--- src/rtl/imem_loader_pkg.sv ---
// Shared constants and state encoding for the IMEM boot loader.
// Imported by the loader top and by its word assembler.
package loader_pkg;

  localparam int HDR_W          = 16;
  localparam int DATA_W_DEF     = 32;
  localparam int BYTES_PER_WORD = DATA_W_DEF / 8;

  typedef logic [2:0] state_t;

  localparam state_t ST_IDLE   = 3'd0;
  localparam state_t ST_HDR_LO = 3'd1;
  localparam state_t ST_HDR_HI = 3'd2;
  localparam state_t ST_DATA   = 3'd3;
  localparam state_t ST_FLUSH  = 3'd4;
  localparam state_t ST_DONE   = 3'd5;
  localparam state_t ST_ERROR  = 3'd6;

endpackage

--- src/rtl/imem_loader_if.sv ---
// Byte-stream input and IMEM write port of the boot loader.
// The slave modport is the loader side; master is the host / memory side.
interface imem_loader_if #(
  parameter int DATA_W = 32,
  parameter int ADDR_W = 8
);

  logic [7:0]        BYTE_IN;
  logic              BYTE_VALID;
  logic              BYTE_READY;
  logic              IMEM_WE;
  logic [ADDR_W-1:0] IMEM_ADDR;
  logic [DATA_W-1:0] IMEM_WDATA;

  modport master (
    output BYTE_IN, BYTE_VALID,
    input  BYTE_READY, IMEM_WE, IMEM_ADDR, IMEM_WDATA
  );

  modport slave (
    input  BYTE_IN, BYTE_VALID,
    output BYTE_READY, IMEM_WE, IMEM_ADDR, IMEM_WDATA
  );

endinterface

--- src/rtl/imem_loader_word_assembler.sv ---
// Collects little-endian bytes into one instruction word.
// word is combinational so the completing byte is included in the same cycle.
module word_assembler #(
  parameter int DATA_W = 32
) (
  input  logic              clk,
  input  logic              rst_n,
  input  logic              clear,
  input  logic              shift_en,
  input  logic [7:0]        byte_in,
  output logic              word_full,
  output logic [DATA_W-1:0] word
);

  localparam int BPW   = DATA_W / 8;
  localparam int IDX_W = (BPW > 1) ? $clog2(BPW) : 1;

  logic [IDX_W-1:0]  byte_idx;
  logic [DATA_W-9:0] upper;

  // Bytes enter at the top and shift down, so the first byte ends up as the LSB.
  assign word      = {byte_in, upper};
  assign word_full = shift_en && (byte_idx == IDX_W'(BPW - 1));

  always_ff @(posedge clk or negedge rst_n) begin
    if (!rst_n) begin
      byte_idx <= '0;
      upper    <= '0;
    end else if (clear) begin
      byte_idx <= '0;
      upper    <= '0;
    end else if (shift_en) begin
      upper    <= word[DATA_W-1:8];
      byte_idx <= word_full ? '0 : byte_idx + 1'b1;
    end
  end

endmodule

--- src/rtl/imem_loader.sv ---
// Boot-time IMEM writer: reads a 16-bit word count, then that many words,
// writing them to consecutive addresses while holding the core in reset.
import loader_pkg::*;

module imem_loader #(
  parameter int DATA_W = 32,
  parameter int ADDR_W = 8,
  parameter int DEPTH  = 256
) (
  input  logic            CLK,
  input  logic            RST,
  input  logic            START,
  input  logic            ABORT,
  imem_loader_if.slave    bus,
  output logic            CORE_RST,
  output logic            DONE,
  output logic            ERR
);

  state_t            state;
  logic [HDR_W-1:0]  count;
  logic [ADDR_W-1:0] word_idx;
  logic              we_q;
  logic [ADDR_W-1:0] addr_q;
  logic [DATA_W-1:0] wdata_q;

  logic              ready;
  logic              take;
  logic              loading;
  logic              abort_now;
  logic              start_now;
  logic              word_full;
  logic [DATA_W-1:0] word;
  logic [HDR_W-1:0]  hdr_count;
  logic              last_word;

  assign ready     = (state == ST_HDR_LO) || (state == ST_HDR_HI) || (state == ST_DATA);
  assign take      = bus.BYTE_VALID && ready;
  assign loading   = ready || (state == ST_FLUSH);
  assign abort_now = ABORT && loading;
  assign start_now = START && !loading;
  assign hdr_count = {bus.BYTE_IN, count[7:0]};
  assign last_word = (HDR_W'(word_idx) + HDR_W'(1)) == count;

  assign bus.BYTE_READY = ready;
  assign bus.IMEM_WE    = we_q;
  assign bus.IMEM_ADDR  = addr_q;
  assign bus.IMEM_WDATA = wdata_q;

  word_assembler #(.DATA_W(DATA_W)) u_asm (
    .clk       (CLK),
    .rst_n     (RST),
    .clear     (abort_now || start_now),
    .shift_en  (take && (state == ST_DATA) && !abort_now),
    .byte_in   (bus.BYTE_IN),
    .word_full (word_full),
    .word      (word)
  );

  // ABORT wins over everything in a loading state; the write strobe is a one-cycle pulse.
  always_ff @(posedge CLK or negedge RST) begin
    if (!RST) begin
      state    <= ST_IDLE;
      count    <= '0;
      word_idx <= '0;
      we_q     <= 1'b0;
      addr_q   <= '0;
      wdata_q  <= '0;
      CORE_RST <= 1'b1;
      DONE     <= 1'b0;
      ERR      <= 1'b0;
    end else begin
      we_q <= 1'b0;
      if (abort_now) begin
        state    <= ST_IDLE;
        CORE_RST <= 1'b1;
      end else begin
        case (state)
          ST_IDLE, ST_DONE, ST_ERROR: begin
            if (START) begin
              state    <= ST_HDR_LO;
              count    <= '0;
              word_idx <= '0;
              CORE_RST <= 1'b1;
              DONE     <= 1'b0;
              ERR      <= 1'b0;
            end
          end
          ST_HDR_LO: begin
            if (take) begin
              count[7:0] <= bus.BYTE_IN;
              state      <= ST_HDR_HI;
            end
          end
          ST_HDR_HI: begin
            if (take) begin
              count <= hdr_count;
              if (hdr_count == '0) begin
                state    <= ST_DONE;
                DONE     <= 1'b1;
                CORE_RST <= 1'b0;
              end else if (hdr_count > HDR_W'(DEPTH)) begin
                state <= ST_ERROR;
                ERR   <= 1'b1;
              end else begin
                state    <= ST_DATA;
                word_idx <= '0;
              end
            end
          end
          ST_DATA: begin
            if (word_full) begin
              we_q    <= 1'b1;
              addr_q  <= word_idx;
              wdata_q <= word;
              if (last_word) state <= ST_FLUSH;
              else           word_idx <= word_idx + 1'b1;
            end
          end
          ST_FLUSH: begin
            state    <= ST_DONE;
            DONE     <= 1'b1;
            CORE_RST <= 1'b0;
          end
          default: state <= ST_IDLE;
        endcase
      end
    end
  end

endmodule

--- src/flat_wrapper.sv ---
// flat-port wrapper written by rule: the top's interface ports become plain ports
module imem_loader_flat 
#(
  parameter int DATA_W = 32,
  parameter int ADDR_W = 8,
  parameter int DEPTH  = 256
)
  (CLK, RST, START, ABORT, CORE_RST, DONE, ERR, bus_BYTE_IN, bus_BYTE_VALID, bus_BYTE_READY, bus_IMEM_WE, bus_IMEM_ADDR, bus_IMEM_WDATA);
  imem_loader_if #(.DATA_W(DATA_W), .ADDR_W(ADDR_W)) bus_i ();
  input  logic CLK;
  input  logic RST;
  input  logic START;
  input  logic ABORT;
  output logic CORE_RST;
  output logic DONE;
  output logic ERR;
  input wire logic [$bits(bus_i.BYTE_IN)-1:0] bus_BYTE_IN;
  input wire logic [$bits(bus_i.BYTE_VALID)-1:0] bus_BYTE_VALID;
  output wire logic [$bits(bus_i.BYTE_READY)-1:0] bus_BYTE_READY;
  output wire logic [$bits(bus_i.IMEM_WE)-1:0] bus_IMEM_WE;
  output wire logic [$bits(bus_i.IMEM_ADDR)-1:0] bus_IMEM_ADDR;
  output wire logic [$bits(bus_i.IMEM_WDATA)-1:0] bus_IMEM_WDATA;
  assign bus_i.BYTE_IN = bus_BYTE_IN;
  assign bus_i.BYTE_VALID = bus_BYTE_VALID;
  assign bus_BYTE_READY = bus_i.BYTE_READY;
  assign bus_IMEM_WE = bus_i.IMEM_WE;
  assign bus_IMEM_ADDR = bus_i.IMEM_ADDR;
  assign bus_IMEM_WDATA = bus_i.IMEM_WDATA;
  imem_loader #(.DATA_W(DATA_W), .ADDR_W(ADDR_W), .DEPTH(DEPTH)) u_core (.CLK(CLK), .RST(RST), .START(START), .ABORT(ABORT), .bus(bus_i), .CORE_RST(CORE_RST), .DONE(DONE), .ERR(ERR));
endmodule
--- config.mk ---
export PLATFORM = sky130hd
export DESIGN_NAME = imem_loader_flat
export DESIGN_NICKNAME = d
export VERILOG_FILES = /design/src/rtl/imem_loader_pkg.sv /design/src/rtl/imem_loader_if.sv /design/src/rtl/imem_loader_word_assembler.sv /design/src/rtl/imem_loader.sv /design/src/flat_wrapper.sv
export SDC_FILE = /design/constraint.sdc
export NUM_CORES = 1
export LEC_CHECK = 0
export ABC_AREA = 1
export CORE_AREA = 3 3 95 97
export CTS_BUF_LIST = sky130_fd_sc_hd__clkbuf_8
export CTS_CLUSTER_DIAMETER = 40
export CTS_CLUSTER_SIZE = 14
export DETAILED_ROUTE_END_ITERATION = 8
export DIE_AREA = 0 0 98 100
export GPL_TIMING_DRIVEN = 0
export PLACE_DENSITY = 0.79
export SYNTH_ARGS = -nofsm -noshare
export SYNTH_HDL_FRONTEND = slang
export SYNTH_HIERARCHICAL = 1
export SYNTH_SLANG_ARGS = --single-unit
--- constraint.sdc ---
create_clock -name CLK -period 3.2 [get_ports CLK]
set_input_delay 0.8 -clock CLK [delete_from_list [all_inputs] [get_ports CLK]]
set_output_delay 0.8 -clock CLK [all_outputs]
set_load 0.005 [all_outputs]
==> results.py <==
metrics = {
    "status": {
        "status": "completed",
    },
    "cts": {
        "cts_inserted_buffers": 9,
        "post_cts_buffers": 0,
        "clockBufferDepth": 2,
        "clk_pin_slew_worst_paths_ns": 0.10,
        "clock-sinks": 97,
        "cts_max_level": 3,
        "cts_root_buffer": "clkbuf_8",
        "clock_latency_ns": 0.36,
        "cts_tree": "built",
    },
    "detailed_routing": {
        "drcViolationCount": 0,
        "drtPass1Iterations": 5,
        "via_per_inst": 5.215,
        "dr.first_iter.drc_count": 273,
        "wl_um": 10620,
        "dr_total_vias": 3922,
        "post_drt_wl_per_cell_um": 14.13,
        "ant_nets": 0,
    },
    "placed_design": {
        "io_buffers": 57,
        "dpl.hpwl_um": 7798,
        "place_ws_ns": -0.3525,
        "post_dp_cell_area_mm2": 0.005338,
        "place_congestion": 0.9204,
    },
    "synthesis": {
        "yosysUniqueCellTypes": 33,
        "synth-main-ff-cell": "dfrtp_1",
        "synth_top_area_share_pct": 52.02,
        "synth_most_common_cell": "nand2_1",
        "ys_seq_area_share_pct": 52.59,
        "async_reset_ff_share_pct": 100.0,
        "synthTopCellsByCount": "243 x nand2_1, 96 x dfrtp_1, 56 x nand3_1",
        "yosys.area.top_type": "dfrtp_1",
        "synthesis.area_mm2": 0.004618,
        "synth_area_leaders": "dfrtp_1 52%, nand2_1 20%, nand3_1 6.1%",
        "synth-seq-cells": 97,
        "synth_edf_count": 0,
        "syn_avg_cell_area_um2": 8.060,
        "syn-num-nets": 588,
        "yosys_warnings": 6,
        "syn_inst": 573,
    },
    "worst_setup_path": {
        "worstPathRequired_ns": 3.45,
        "critPathMostFrequentCell": "nand2_1",
        "reg2reg_to": "u_core/bus.IMEM_WDATA[0]",
        "critPathSlowestCell": "clkdlybuf4s50_1",
        "path_class": "in -> reg",
        "endpoint_kind": "flop",
        "cp-start-kind": "input port",
        "critical_path.max_fanout": 10,
        "max_stage_delay_ns": 0.50,
        "reg2reg_from": "u_core/state[1]",
        "rrSetupSlack_ns": 0.41,
        "crit_arrival_ns": 3.15,
        "worstPathCellList": "clkdlybuf4s50_1, nor2_1, inv_1, nor3_2, buf_6, buf_6, nand2_1, inv_1, nand3_1, buf_2, buf_2, nand2_1, nand2_1",
        "r2r_cells": 15,
    },
    "power": {
        "p_leak_nw": 2.920,
        "p_per_area_mw_per_mm2": 626.8,
        "peakVddDrop_mv": 0.4585,
    },
    "timing": {
        "hold_slack_ns": 0.4745,
        "worst_pin_slew_ns": 0.6835,
        "setup_viol": 0,
        "postLayoutSetupSlackWorst_ns": 0.3075,
        "rsz0062_at_grt": "false",
        "hold_viol": 0,
        "timing.final.crit_period_ns": 2.893,
        "fin_setup_tns_ns": 0,
        "skew_ns": 0.01434,
        "drv_slew": 0,
        "fin_crit_sh_pct": 90.39,
        "max_freq_mhz": 345.7,
        "slew_headroom_pct": 54.43,
    },
    "cells_and_area": {
        "drive_gt1_share_pct": 11.75,
        "final_area_mm2": 0.005547,
        "antenna_cells": 0,
        "multiInputGateArea_mm2": 0.001824,
        "synthToLayoutAreaGrowth_pct": 20.10,
        "nNetsFinal": 657,
        "seqCellArea_mm2": 0.002429,
        "n_fill_cell": 659,
    },
    "hold_path": {
        "whs_endpoint": "u_core/CORE_RST",
        "hold_path_class": "reg -> reg",
        "hold_start": "u_core/CORE_RST",
        "hold_depth": 2,
    },
    "floorplan": {
        "core_mm2": 0.008217,
        "chipHeight_um": 100,
        "die-area_mm2": 0.009800,
        "rows": 33,
        "io_pins": 58,
        "start_util_pct": 56.21,
        "chipWidth_um": 98,
    },
    "grt": {
        "grt_pass1_wl_um": 17980,
        "antenna_found_initial": 0,
        "grt_usage_pct": 22.67,
        "first_global_vias": 3826,
        "gr-total-overflow": 0,
        "grt_max_degree": 56,
    },
    "flow_run": {
        "cap_violations": 0,
    },
}
-- worst max-delay path: cells and delay by family --
family / cells / cell delay [ns]
buffers and inverters: 7 / 1.50
AND/OR/NAND/NOR: 6 / 0.84
-- registers in the layout, indices dropped and copies added, names as in the netlist --
register / count
u_core/count: 16
u_core/bus.IMEM_ADDR: 8
u_core/word_idx: 8
u_core/state: 3
u_core/bus.IMEM_WE: 1
u_core/u_asm/upper: 24
u_core/DONE: 1
u_core/u_asm/byte_idx: 2
u_core/bus.IMEM_WDATA: 32
u_core/CORE_RST: 1
u_core/ERR: 1
-- layout make-up --
cell class	instances	share of cell area, %
Multi-Input combinational cell	401	32.89
Clock buffer	9	2.233
Timing Repair Buffer	58	10.60
Tap cell	105	2.369
Sequential cell	97	43.79
Buffer	26	3.293
Clock inverter	7	1.399
Inverter	49	3.429
-- metal layers --
metal	vias to the layer above	track usage, %	part of all wire, %
li1	1927	-	-
met1	1858	30.20	44
met2	123	37.75	49
met3	14	3.822	5.3
met4	0	8.094	1.8
met5	-	0	0
-- repair_timing --
action / in CTS / in global routing
endpoints found under the hold margin: 0 / 0
hold buffers: 0 / 0
gates resized for setup: 0 / 5
setup endpoints to repair: 0 / 30
-- worst max-delay path by stage --
| stage | startpoint | to | slack, ns |
|---|---|---|---|
| 6_report | ABORT | u_core/bus.IMEM_WDATA[0] | 0.31 |
| 5_1_grt | ABORT | u_core/bus.IMEM_WDATA[14] | 0.10 |
| 4_1_cts | ABORT | u_core/bus.IMEM_WDATA[31] | 0.02 |
| 3_5_place_dp | ABORT | u_core/bus.IMEM_WDATA[0] | -0.35 |
| 3_3_place_gp | RST | u_core/bus.IMEM_WDATA[29] | -2.17 |
| 2_1_floorplan | ABORT | u_core/bus.IMEM_ADDR[1] | 0.72 |
-- where the power goes --
group	total, W	leakage [nW]	switching, W	internal [W]
clock network	0.000806	0.0992	0.000438	0.000368
registers	0.00140	1.34	0.0000703	0.00133
logic	0.00127	1.48	0.000845	0.000426
-- cells by family after synthesis --
group | share of synthesized area, %
AOI/OAI and AO/OA | 5.283
adders and majority gates | 0.5418
buffers and inverters | 8.019
DFF | 52.59
and+or+nand+nor | 33.57
-- placed cells by master (no fill, tap or decap), drive strengths merged --
cell type	synthesis	final
clkdlybuf4s50	0	56
clkbuf	3	12
nor2	33	33
nor3	2	2
o21bai	1	1
or2	2	2
o22ai	2	2
nand2	254	254
clkinv	2	3
dfstp	1	1
inv	47	50
dfrtp	96	96
nand4	6	6
a21oi	8	8
a31oi	1	1
nand3	58	58
bufinv	0	1
clkinvlp	0	2
buf	23	25
o21ai	31	31
ha	2	2
nand3b	1	1
-- stage by stage --
stage               util [%]  std cells  power, W
global placement       64.75        735  0.002649
detailed placement     64.96        736  0.002668
global route           67.50        752  0.003695
floorplan                  -        573  0.002328
finish                 67.50        752  0.003477
CTS                    67.41        752  0.003474
(Power assumes the default switching activity.)
